## src/rtl/cmd_dispatch_pkg.sv

```systemverilog
`default_nettype none
// ============================================================================
// Module   : cmd_dispatch_pkg
// Purpose  : Shared frame field positions, FSM state codes and helpers for
//            the command dispatcher.
// Revision : 1.0 - initial release
// ============================================================================
package cmd_dispatch_pkg;

  // Header word layout: [31:24] count/nargs, [CMD_BITS-1:0] code/cmd
  localparam int NARGS_LSB  = 24;
  localparam int NARGS_BITS = 8;
  localparam int CODE_LSB   = 0;

  // Response code reported when a unit never signals completion
  localparam logic [7:0] RSP_TIMEOUT_DEFAULT = 8'hff;

  // Dispatcher FSM state codes
  typedef logic [2:0] state_t;
  localparam state_t ST_IDLE     = 3'd0;
  localparam state_t ST_ARGS     = 3'd1;
  localparam state_t ST_DRAIN    = 3'd2;
  localparam state_t ST_EXEC     = 3'd3;
  localparam state_t ST_RSP_HDR  = 3'd4;
  localparam state_t ST_RSP_BODY = 3'd5;

  // Build a response header; code_ext must already be masked to CMD_BITS
  function automatic logic [31:0] make_rsp_hdr(input logic [7:0]  count,
                                               input logic [31:0] code_ext);
    return ({24'd0, count} << NARGS_LSB) | (code_ext << CODE_LSB);
  endfunction

endpackage
`default_nettype wire

```

## src/rtl/cmd_dispatch_fifo.sv

```systemverilog
`default_nettype none
// ============================================================================
// Module   : sync_fifo
// Purpose  : Single-clock FIFO with first-word-fall-through head, flush and
//            occupancy count. Push when full and pop when empty are ignored.
// Revision : 1.0 - initial release
// ============================================================================
module sync_fifo #(
  parameter int WIDTH = 32,
  parameter int DEPTH = 16
) (
  input  logic                       clk,
  input  logic                       rst_n,
  input  logic                       flush_i,
  input  logic                       push_i,
  input  logic [WIDTH-1:0]           data_i,
  input  logic                       pop_i,
  output logic [WIDTH-1:0]           head_o,
  output logic [$clog2(DEPTH):0]     count_o
);

  localparam int AW = $clog2(DEPTH);
  localparam int CW = AW + 1;

  logic [WIDTH-1:0] mem_q [DEPTH];
  logic [AW-1:0]    wr_ptr_q;
  logic [AW-1:0]    rd_ptr_q;
  logic [CW-1:0]    count_q;
  logic             w_full;
  logic             w_empty;
  logic             w_push;
  logic             w_pop;

  assign w_full  = (count_q == CW'(DEPTH));
  assign w_empty = (count_q == '0);
  assign w_push  = push_i && !w_full;
  assign w_pop   = pop_i && !w_empty;

  // Pointer and occupancy tracking; flush discards everything
  always_ff @(posedge clk) begin
    if (!rst_n || flush_i) begin
      wr_ptr_q <= '0;
      rd_ptr_q <= '0;
      count_q  <= '0;
    end else begin
      if (w_push) wr_ptr_q <= wr_ptr_q + AW'(1);
      if (w_pop)  rd_ptr_q <= rd_ptr_q + AW'(1);
      case ({w_push, w_pop})
        2'b10:   count_q <= count_q + CW'(1);
        2'b01:   count_q <= count_q - CW'(1);
        default: count_q <= count_q;
      endcase
    end
  end

  // Storage array; contents are don't-care while the slot is unoccupied
  always_ff @(posedge clk) begin
    if (w_push && !flush_i) mem_q[wr_ptr_q] <= data_i;
  end

  assign head_o  = w_empty ? '0 : mem_q[rd_ptr_q];
  assign count_o = count_q;

endmodule
`default_nettype wire

```

## src/rtl/cmd_dispatch.sv

```systemverilog
`default_nettype none
// ============================================================================
// Module   : cmd_dispatch
// Purpose  : Parses the host command stream into command frames, buffers the
//            arguments for the units, collects their response words and
//            returns them as response frames. One command at a time, with
//            involuntary-message arbitration and a per-command timeout.
// Revision : 1.0 - initial release
// ============================================================================
module cmd_dispatch
  import cmd_dispatch_pkg::*;
#(
  parameter int                  CMD_BITS    = 8,
  parameter int                  ARG_DEPTH   = 16,
  parameter int                  RSP_DEPTH   = 16,
  parameter int                  TIMEOUT     = 65535,
  parameter logic [CMD_BITS-1:0] RSP_TIMEOUT = CMD_BITS'(RSP_TIMEOUT_DEFAULT)
) (
  input  logic                clk,
  input  logic                rst_n,
  input  logic [31:0]         in_data,
  input  logic                in_valid,
  output logic                in_ready,
  output logic [31:0]         out_data,
  output logic                out_valid,
  input  logic                out_ready,
  output logic [CMD_BITS-1:0] cmd,
  output logic                cmd_ready,
  output logic [31:0]         arg_data,
  input  logic                arg_advance,
  input  logic                cmd_done,
  input  logic [31:0]         param_data,
  input  logic                param_write,
  input  logic                invol_req,
  output logic                invol_grant,
  output logic                err_overflow,
  output logic                err_timeout
);

  localparam int          ACW       = $clog2(ARG_DEPTH) + 1;
  localparam int          RCW       = $clog2(RSP_DEPTH) + 1;
  localparam int          TW        = $clog2(TIMEOUT + 1);
  localparam logic [8:0]  ARG_LIMIT = 9'(ARG_DEPTH);

  state_t                state_q, state_d;
  logic [NARGS_BITS-1:0] remaining_q, remaining_d;
  logic [CMD_BITS-1:0]   cmd_q, cmd_d;
  logic [CMD_BITS-1:0]   code_q, code_d;
  logic                  cmd_ready_q, cmd_ready_d;
  logic                  grant_q, grant_d;
  logic                  err_ovf_q, err_ovf_d;
  logic                  err_to_q, err_to_d;
  logic [TW-1:0]         timer_q, timer_d;

  logic                  w_arg_push, w_arg_pop, w_arg_flush;
  logic                  w_rsp_push, w_rsp_pop, w_rsp_flush;
  logic [31:0]           w_arg_head, w_rsp_head;
  logic [ACW-1:0]        w_arg_count;
  logic [RCW-1:0]        w_rsp_count;
  logic                  w_in_ready, w_out_valid;
  logic [31:0]           w_out_data;
  logic [NARGS_BITS-1:0] w_nargs;

  assign w_nargs   = in_data[NARGS_LSB +: NARGS_BITS];
  assign w_arg_pop = arg_advance && (w_arg_count != '0);

  sync_fifo #(.WIDTH(32), .DEPTH(ARG_DEPTH)) u_arg_fifo (
    .clk     (clk),
    .rst_n   (rst_n),
    .flush_i (w_arg_flush),
    .push_i  (w_arg_push),
    .data_i  (in_data),
    .pop_i   (w_arg_pop),
    .head_o  (w_arg_head),
    .count_o (w_arg_count)
  );

  sync_fifo #(.WIDTH(32), .DEPTH(RSP_DEPTH)) u_rsp_fifo (
    .clk     (clk),
    .rst_n   (rst_n),
    .flush_i (w_rsp_flush),
    .push_i  (w_rsp_push),
    .data_i  (param_data),
    .pop_i   (w_rsp_pop),
    .head_o  (w_rsp_head),
    .count_o (w_rsp_count)
  );

  // Frame parsing, execution tracking and response emission
  always_comb begin
    state_d     = state_q;
    remaining_d = remaining_q;
    cmd_d       = cmd_q;
    code_d      = code_q;
    cmd_ready_d = 1'b0;
    grant_d     = grant_q;
    err_ovf_d   = err_ovf_q;
    err_to_d    = err_to_q;
    timer_d     = timer_q;
    w_arg_push  = 1'b0;
    w_arg_flush = 1'b0;
    w_rsp_push  = 1'b0;
    w_rsp_pop   = 1'b0;
    w_rsp_flush = 1'b0;
    w_in_ready  = 1'b0;
    w_out_valid = 1'b0;
    w_out_data  = '0;

    case (state_q)
      ST_IDLE: begin
        if (invol_req) begin
          // Unsolicited message wins over a waiting header
          grant_d = 1'b1;
          timer_d = '0;
          state_d = ST_EXEC;
        end else begin
          w_in_ready = 1'b1;
          if (in_valid) begin
            cmd_d       = in_data[CMD_BITS-1:0];
            remaining_d = w_nargs;
            if ({1'b0, w_nargs} > ARG_LIMIT) begin
              err_ovf_d = 1'b1;
              state_d   = ST_DRAIN;
            end else if (w_nargs == '0) begin
              cmd_ready_d = 1'b1;
              timer_d     = '0;
              state_d     = ST_EXEC;
            end else begin
              state_d = ST_ARGS;
            end
          end
        end
      end

      ST_ARGS: begin
        w_in_ready = 1'b1;
        if (in_valid) begin
          w_arg_push  = 1'b1;
          remaining_d = remaining_q - 8'd1;
          if (remaining_q == 8'd1) begin
            cmd_ready_d = 1'b1;
            timer_d     = '0;
            state_d     = ST_EXEC;
          end
        end
      end

      ST_DRAIN: begin
        // Oversized frame: swallow its arguments without executing
        w_in_ready = 1'b1;
        if (in_valid) begin
          remaining_d = remaining_q - 8'd1;
          if (remaining_q == 8'd1) state_d = ST_IDLE;
        end
      end

      ST_EXEC: begin
        timer_d = timer_q + TW'(1);
        if (cmd_done) begin
          code_d      = param_data[CMD_BITS-1:0];
          w_arg_flush = 1'b1;
          grant_d     = 1'b0;
          state_d     = (w_rsp_count != '0) ? ST_RSP_HDR : ST_IDLE;
        end else if (timer_q == TW'(TIMEOUT - 1)) begin
          // Unit went silent: replace its response with a timeout frame
          err_to_d    = 1'b1;
          code_d      = RSP_TIMEOUT;
          w_arg_flush = 1'b1;
          w_rsp_flush = 1'b1;
          grant_d     = 1'b0;
          state_d     = ST_RSP_HDR;
        end else if (param_write) begin
          if (w_rsp_count == RCW'(RSP_DEPTH)) err_ovf_d  = 1'b1;
          else                                w_rsp_push = 1'b1;
        end
      end

      ST_RSP_HDR: begin
        w_out_valid = 1'b1;
        w_out_data  = make_rsp_hdr(8'(w_rsp_count), 32'(code_q));
        if (out_ready) state_d = (w_rsp_count == '0) ? ST_IDLE : ST_RSP_BODY;
      end

      ST_RSP_BODY: begin
        w_out_valid = 1'b1;
        w_out_data  = w_rsp_head;
        if (out_ready) begin
          w_rsp_pop = 1'b1;
          if (w_rsp_count == RCW'(1)) state_d = ST_IDLE;
        end
      end

      default: state_d = ST_IDLE;
    endcase
  end

  // State and control registers
  always_ff @(posedge clk) begin
    if (!rst_n) begin
      state_q     <= ST_IDLE;
      remaining_q <= '0;
      cmd_q       <= '0;
      code_q      <= '0;
      cmd_ready_q <= 1'b0;
      grant_q     <= 1'b0;
      err_ovf_q   <= 1'b0;
      err_to_q    <= 1'b0;
      timer_q     <= '0;
    end else begin
      state_q     <= state_d;
      remaining_q <= remaining_d;
      cmd_q       <= cmd_d;
      code_q      <= code_d;
      cmd_ready_q <= cmd_ready_d;
      grant_q     <= grant_d;
      err_ovf_q   <= err_ovf_d;
      err_to_q    <= err_to_d;
      timer_q     <= timer_d;
    end
  end

  // in_ready is held low while reset is asserted so nothing is accepted
  assign in_ready     = w_in_ready && rst_n;
  assign out_valid    = w_out_valid;
  assign out_data     = w_out_data;
  assign cmd          = cmd_q;
  assign cmd_ready    = cmd_ready_q;
  assign arg_data     = w_arg_head;
  assign invol_grant  = grant_q;
  assign err_overflow = err_ovf_q;
  assign err_timeout  = err_to_q;

endmodule
`default_nettype wire

```

## config.mk

```make
export PLATFORM = sky130hd
export DESIGN_NAME = cmd_dispatch
export DESIGN_NICKNAME = d
export VERILOG_FILES = /design/src/rtl/cmd_dispatch_pkg.sv /design/src/rtl/cmd_dispatch_fifo.sv /design/src/rtl/cmd_dispatch.sv
export SDC_FILE = /design/constraint.sdc
export NUM_CORES = 1
export LEC_CHECK = 0
export ABC_AREA = 1
export CAP_MARGIN = 20
export CORE_MARGIN = 2
export CORE_UTILIZATION = 35
export DETAILED_ROUTE_END_ITERATION = 8
export GPL_TIMING_DRIVEN = 0
export SLEW_MARGIN = 10
export SYNTH_ARGS = -nofsm -noshare
export SYNTH_HDL_FRONTEND = slang
export SYNTH_HIERARCHICAL = 1
export SYNTH_SLANG_ARGS = --single-unit
```

## constraint.sdc

```tcl
create_clock -name clk -period 5 [get_ports clk]
set_clock_uncertainty 0.15 [all_clocks]
set_input_delay 0.75 -clock clk [delete_from_list [all_inputs] [get_ports clk]]
set_output_delay 0.75 -clock clk [all_outputs]
set_load 0.01 [all_outputs]
```

==> metrics.cfg <==
[route]
vias_per_cell = 5.57
ant_nets = 0
wl_per_cell_um = 24.8
drtPass1Iterations = 6
drcViolationCount = 0
drt_iter0_markers = 3897
vias = 31320
drt_wl_total_um = 140000

[logic_synthesis]
synthXorXnorAreaFrac = 0.00295
yosys_warnings = 6
avgSynthCellArea_um2 = 12.5
synth-seq-cells = 1105
synthDistinctLibCells = 42
seq_area_frac_synth = 0.727
syn_inst = 3565
synth.area.mux_share = 0
synth_enable_flop_cells = 1024
synth_most_common_cell = edfxtp_1
async_flop_share = 0
synth_common_cells = 1024 x edfxtp_1, 725 x nor2_1, 551 x o21ai_0, 176 x o221ai_1, 148 x nand2_1
synth_compound_area_frac = 0.130
synth.largest_area_cell = edfxtp_1
syn-cell-area_um2 = 44500
synth_fa_ha_area_frac = 0.00534
syn_nets = 3656
synth_top_family_by_area = compound AO/OA/AOI/OAI gates
yosys.area_share.simple = 0.0991
ys.flop_type = edfxtp_1
synth_area_leaders = edfxtp_1 69%, o21ai_0 6.2%, nor2_1 6.1%
synth_top_area_frac = 0.691

[timing]
rsz0062_at_grt = true
tns_ns = 0
max_freq_mhz = 202
finalCritPeriodShare = 0.989
fin_crit_ns = 4.94
max_slew_margin = 0.279
drv_slew = 0
worstMarginPinSlew_ns = 1.08
setup_slack_ns = 0.0562
hold_viol_final = 0
setup_viol = 0

[layout]
drive_gt1_frac = 0.0985
syn2layout_area_growth_pct = 18.6
multi_input_area_um2 = 10800
ff_latch_area_um2 = 32400
nFillCells = 11618
fin_nets = 3964

[critical_path]
rr_worst_depth = 16
critPathTopFamily = buffers and inverters
cpMostUsedCell = o21ai_0
cp_data_arrival_time_ns = 4.04
path_depth = 10
reg2reg_slack_ns = 1.27
crit_chain = inv_1 > buf_2 > clkbuf_1 > o21ai_0 > o221ai_1 > nand3_1 > a21oi_2 > nand2_1 > o21ai_0 > clkdlybuf4s50_1
cp.buffers_inverters = 4
end_kind = output pin
crit_type = register to output pin
crit_fanout = 10
timing.rr.start = timer_q[0]
worstSetupEndpoint = out_data[25]
r2r-end = u_rsp_fifo/mem_q[15][27]
start_kind = register
cp_slowest_cell = clkdlybuf4s50_1
cp_slowest_stage_delay_ns = 0.64
cp.required_ns = 4.10

[pwr]
internal_power_uw = 16000
p_seq_frac = 0.470
p_comb_frac = 0.147
switching_share = 0.270
power.switching_uw = 5930
clockPowerShare = 0.383
leakage_uw = 0.0171
power_uw = 22000
cellPowerDensity_nw_per_um2 = 416
peakVddDrop_v = 0.000304

[floorplanning]
start_util = 0.354
die_h_um = 361
num_rows = 130
io_pins = 150
coreArea_um2 = 126000
dieArea_um2 = 130000
die_x_um = 361

[placement]
io_buffers = 149
dpl.hpwl_um = 91300
dp_worst_setup_slack_ns = 0.436
gp_congestion = 0.841

[cts]
ctsResizeCount = 9
cts_buffers = 112
insertion_delay_ns = 0.73
clk_transition_reported_paths_ns = 0.06
root_buffer = clkbuf_16
cts_tree = built
clock_sinks = 1105
cts_hold_buf = 0
cts_setup_buffers = 0
cts_buffer_depth = 3
htreeDepth = 3

[global_route]
grt_pass1_wl_um = 200000
grt_overflow_total = 0
grtUsageTotal = 0.209
grt_max_degree = 23
grt_pass1_vias = 29399
grt_antenna_before_repair = 3

[status]
outcome = completed

[min_path]
hold_path_class = register to register

[job]
max_cap_violations = 0

[power groups by stage]
stage,clock network (uW),logic [uW],registers (uW)
finish,8400,3240,10300
CTS,8520,3220,10300
floorplan,0,1680,10500
global route,8860,3490,10300
detailed placement,0,3210,10500
global placement,0,3160,10500
[kinds of logic (layout without fill, tap and decap cells)]
logic type                 after synthesis  after routing
xor gates and xnor gates                15             15
adders and majority gates               19             19
and+or+nand+nor                       1079           1079
AOI/OAI and AO/OA                      994            994
DFF                                   1105           1105
buffers and inverters                  353            757
other                                    0              2
[worst min path at each step]
stage,start,end,slack (ns),depth (start not counted)
after CTS,code_q[2],code_q[2],0.30,2
final,code_q[2],code_q[2],0.31,2
after global routing,code_q[1],code_q[1],0.32,2
after global placement,code_q[1],code_q[1],0.29,2
after floorplan,code_q[0],code_q[0],0.28,2
after detailed placement,code_q[2],code_q[2],0.29,2
[area by class of cell]
class,count,area share
sequential,1105,0.613
multi-input combinational,2107,0.205
clock buffer,134,0.0550
timing repair buffer,194,0.0426
tap,1650,0.0391
buffer,226,0.0214
clock inverter,76,0.0149
inverter,127,0.00912
antenna,2,0.0000948
[worst reg2reg max path, cell delays in order (launching register included)]
cell and delay [ns]:
dfxtp_1 0.44, inv_1 0.10, ha_1 0.24, inv_1 0.06, nor2_1 0.04, nand2_1 0.07, nor2_1 0.06, inv_1 0.07
nand2_1 0.08, nor3_1 0.25, nand2_2 0.18, inv_1 0.16, nand2_1 0.20, nor3_2 0.65, buf_6 0.26, buf_4 0.23
buf_4 0.23
[routing by layer]
| layer | vias to the layer above | part of all wire | GRT usage |
|---|---|---|---|
| met2 | 1618 | 0.46 | 0.332 |
| met4 | 2 | 0.035 | 0.0754 |
| li1 | 13825 | - | - |
| met1 | 15596 | 0.41 | 0.283 |
| met3 | 279 | 0.090 | 0.0414 |
| met5 | - | 0.00011 | 0 |
[sequential cells by signal (all words and copies together) (netlist names), named ones only]
name,flops
cmd,8
cmd_ready,1
code_q,8
err_overflow,1
err_timeout,1
invol_grant,1
remaining_q,8
state_q,3
timer_q,16
u_arg_fifo/count_o,5
u_arg_fifo/mem_q,512
u_arg_fifo/rd_ptr_q,4
u_arg_fifo/wr_ptr_q,4
u_rsp_fifo/count_o,5
u_rsp_fifo/mem_q,512
u_rsp_fifo/rd_ptr_q,4
u_rsp_fifo/wr_ptr_q,4
[placed cells by master, fill, tap and decap left out, types with 57 or more instances in the layout]
cell type	n
edfxtp_1	1024
nor2_1	697
o21ai_0	551
o221ai_1	176
clkdlybuf4s50_1	149
nand2_1	148
nand3_1	147
clkbuf_1	127
inv_1	114
a21oi_1	113
clkbuf_16	113
dfxtp_1	80
o22ai_1	80
buf_2	58
o21ai_1	57
[stage by stage]
step / utilization / std cells / hold WS [ns] / area [um2]
final: 0.419 / 5621 / 0.307 / 52800
after global routing: 0.419 / 5619 / 0.325 / 52800
after CTS: 0.419 / 5619 / 0.302 / 52800
after detailed placement: 0.390 / 5409 / 0.293 / 49100
after global placement: 0.382 / 5364 / 0.289 / 48100
after floorplan: - / 3565 / 0.279 / 44500
No activity file was read; power rests on OpenSTA's default activity.
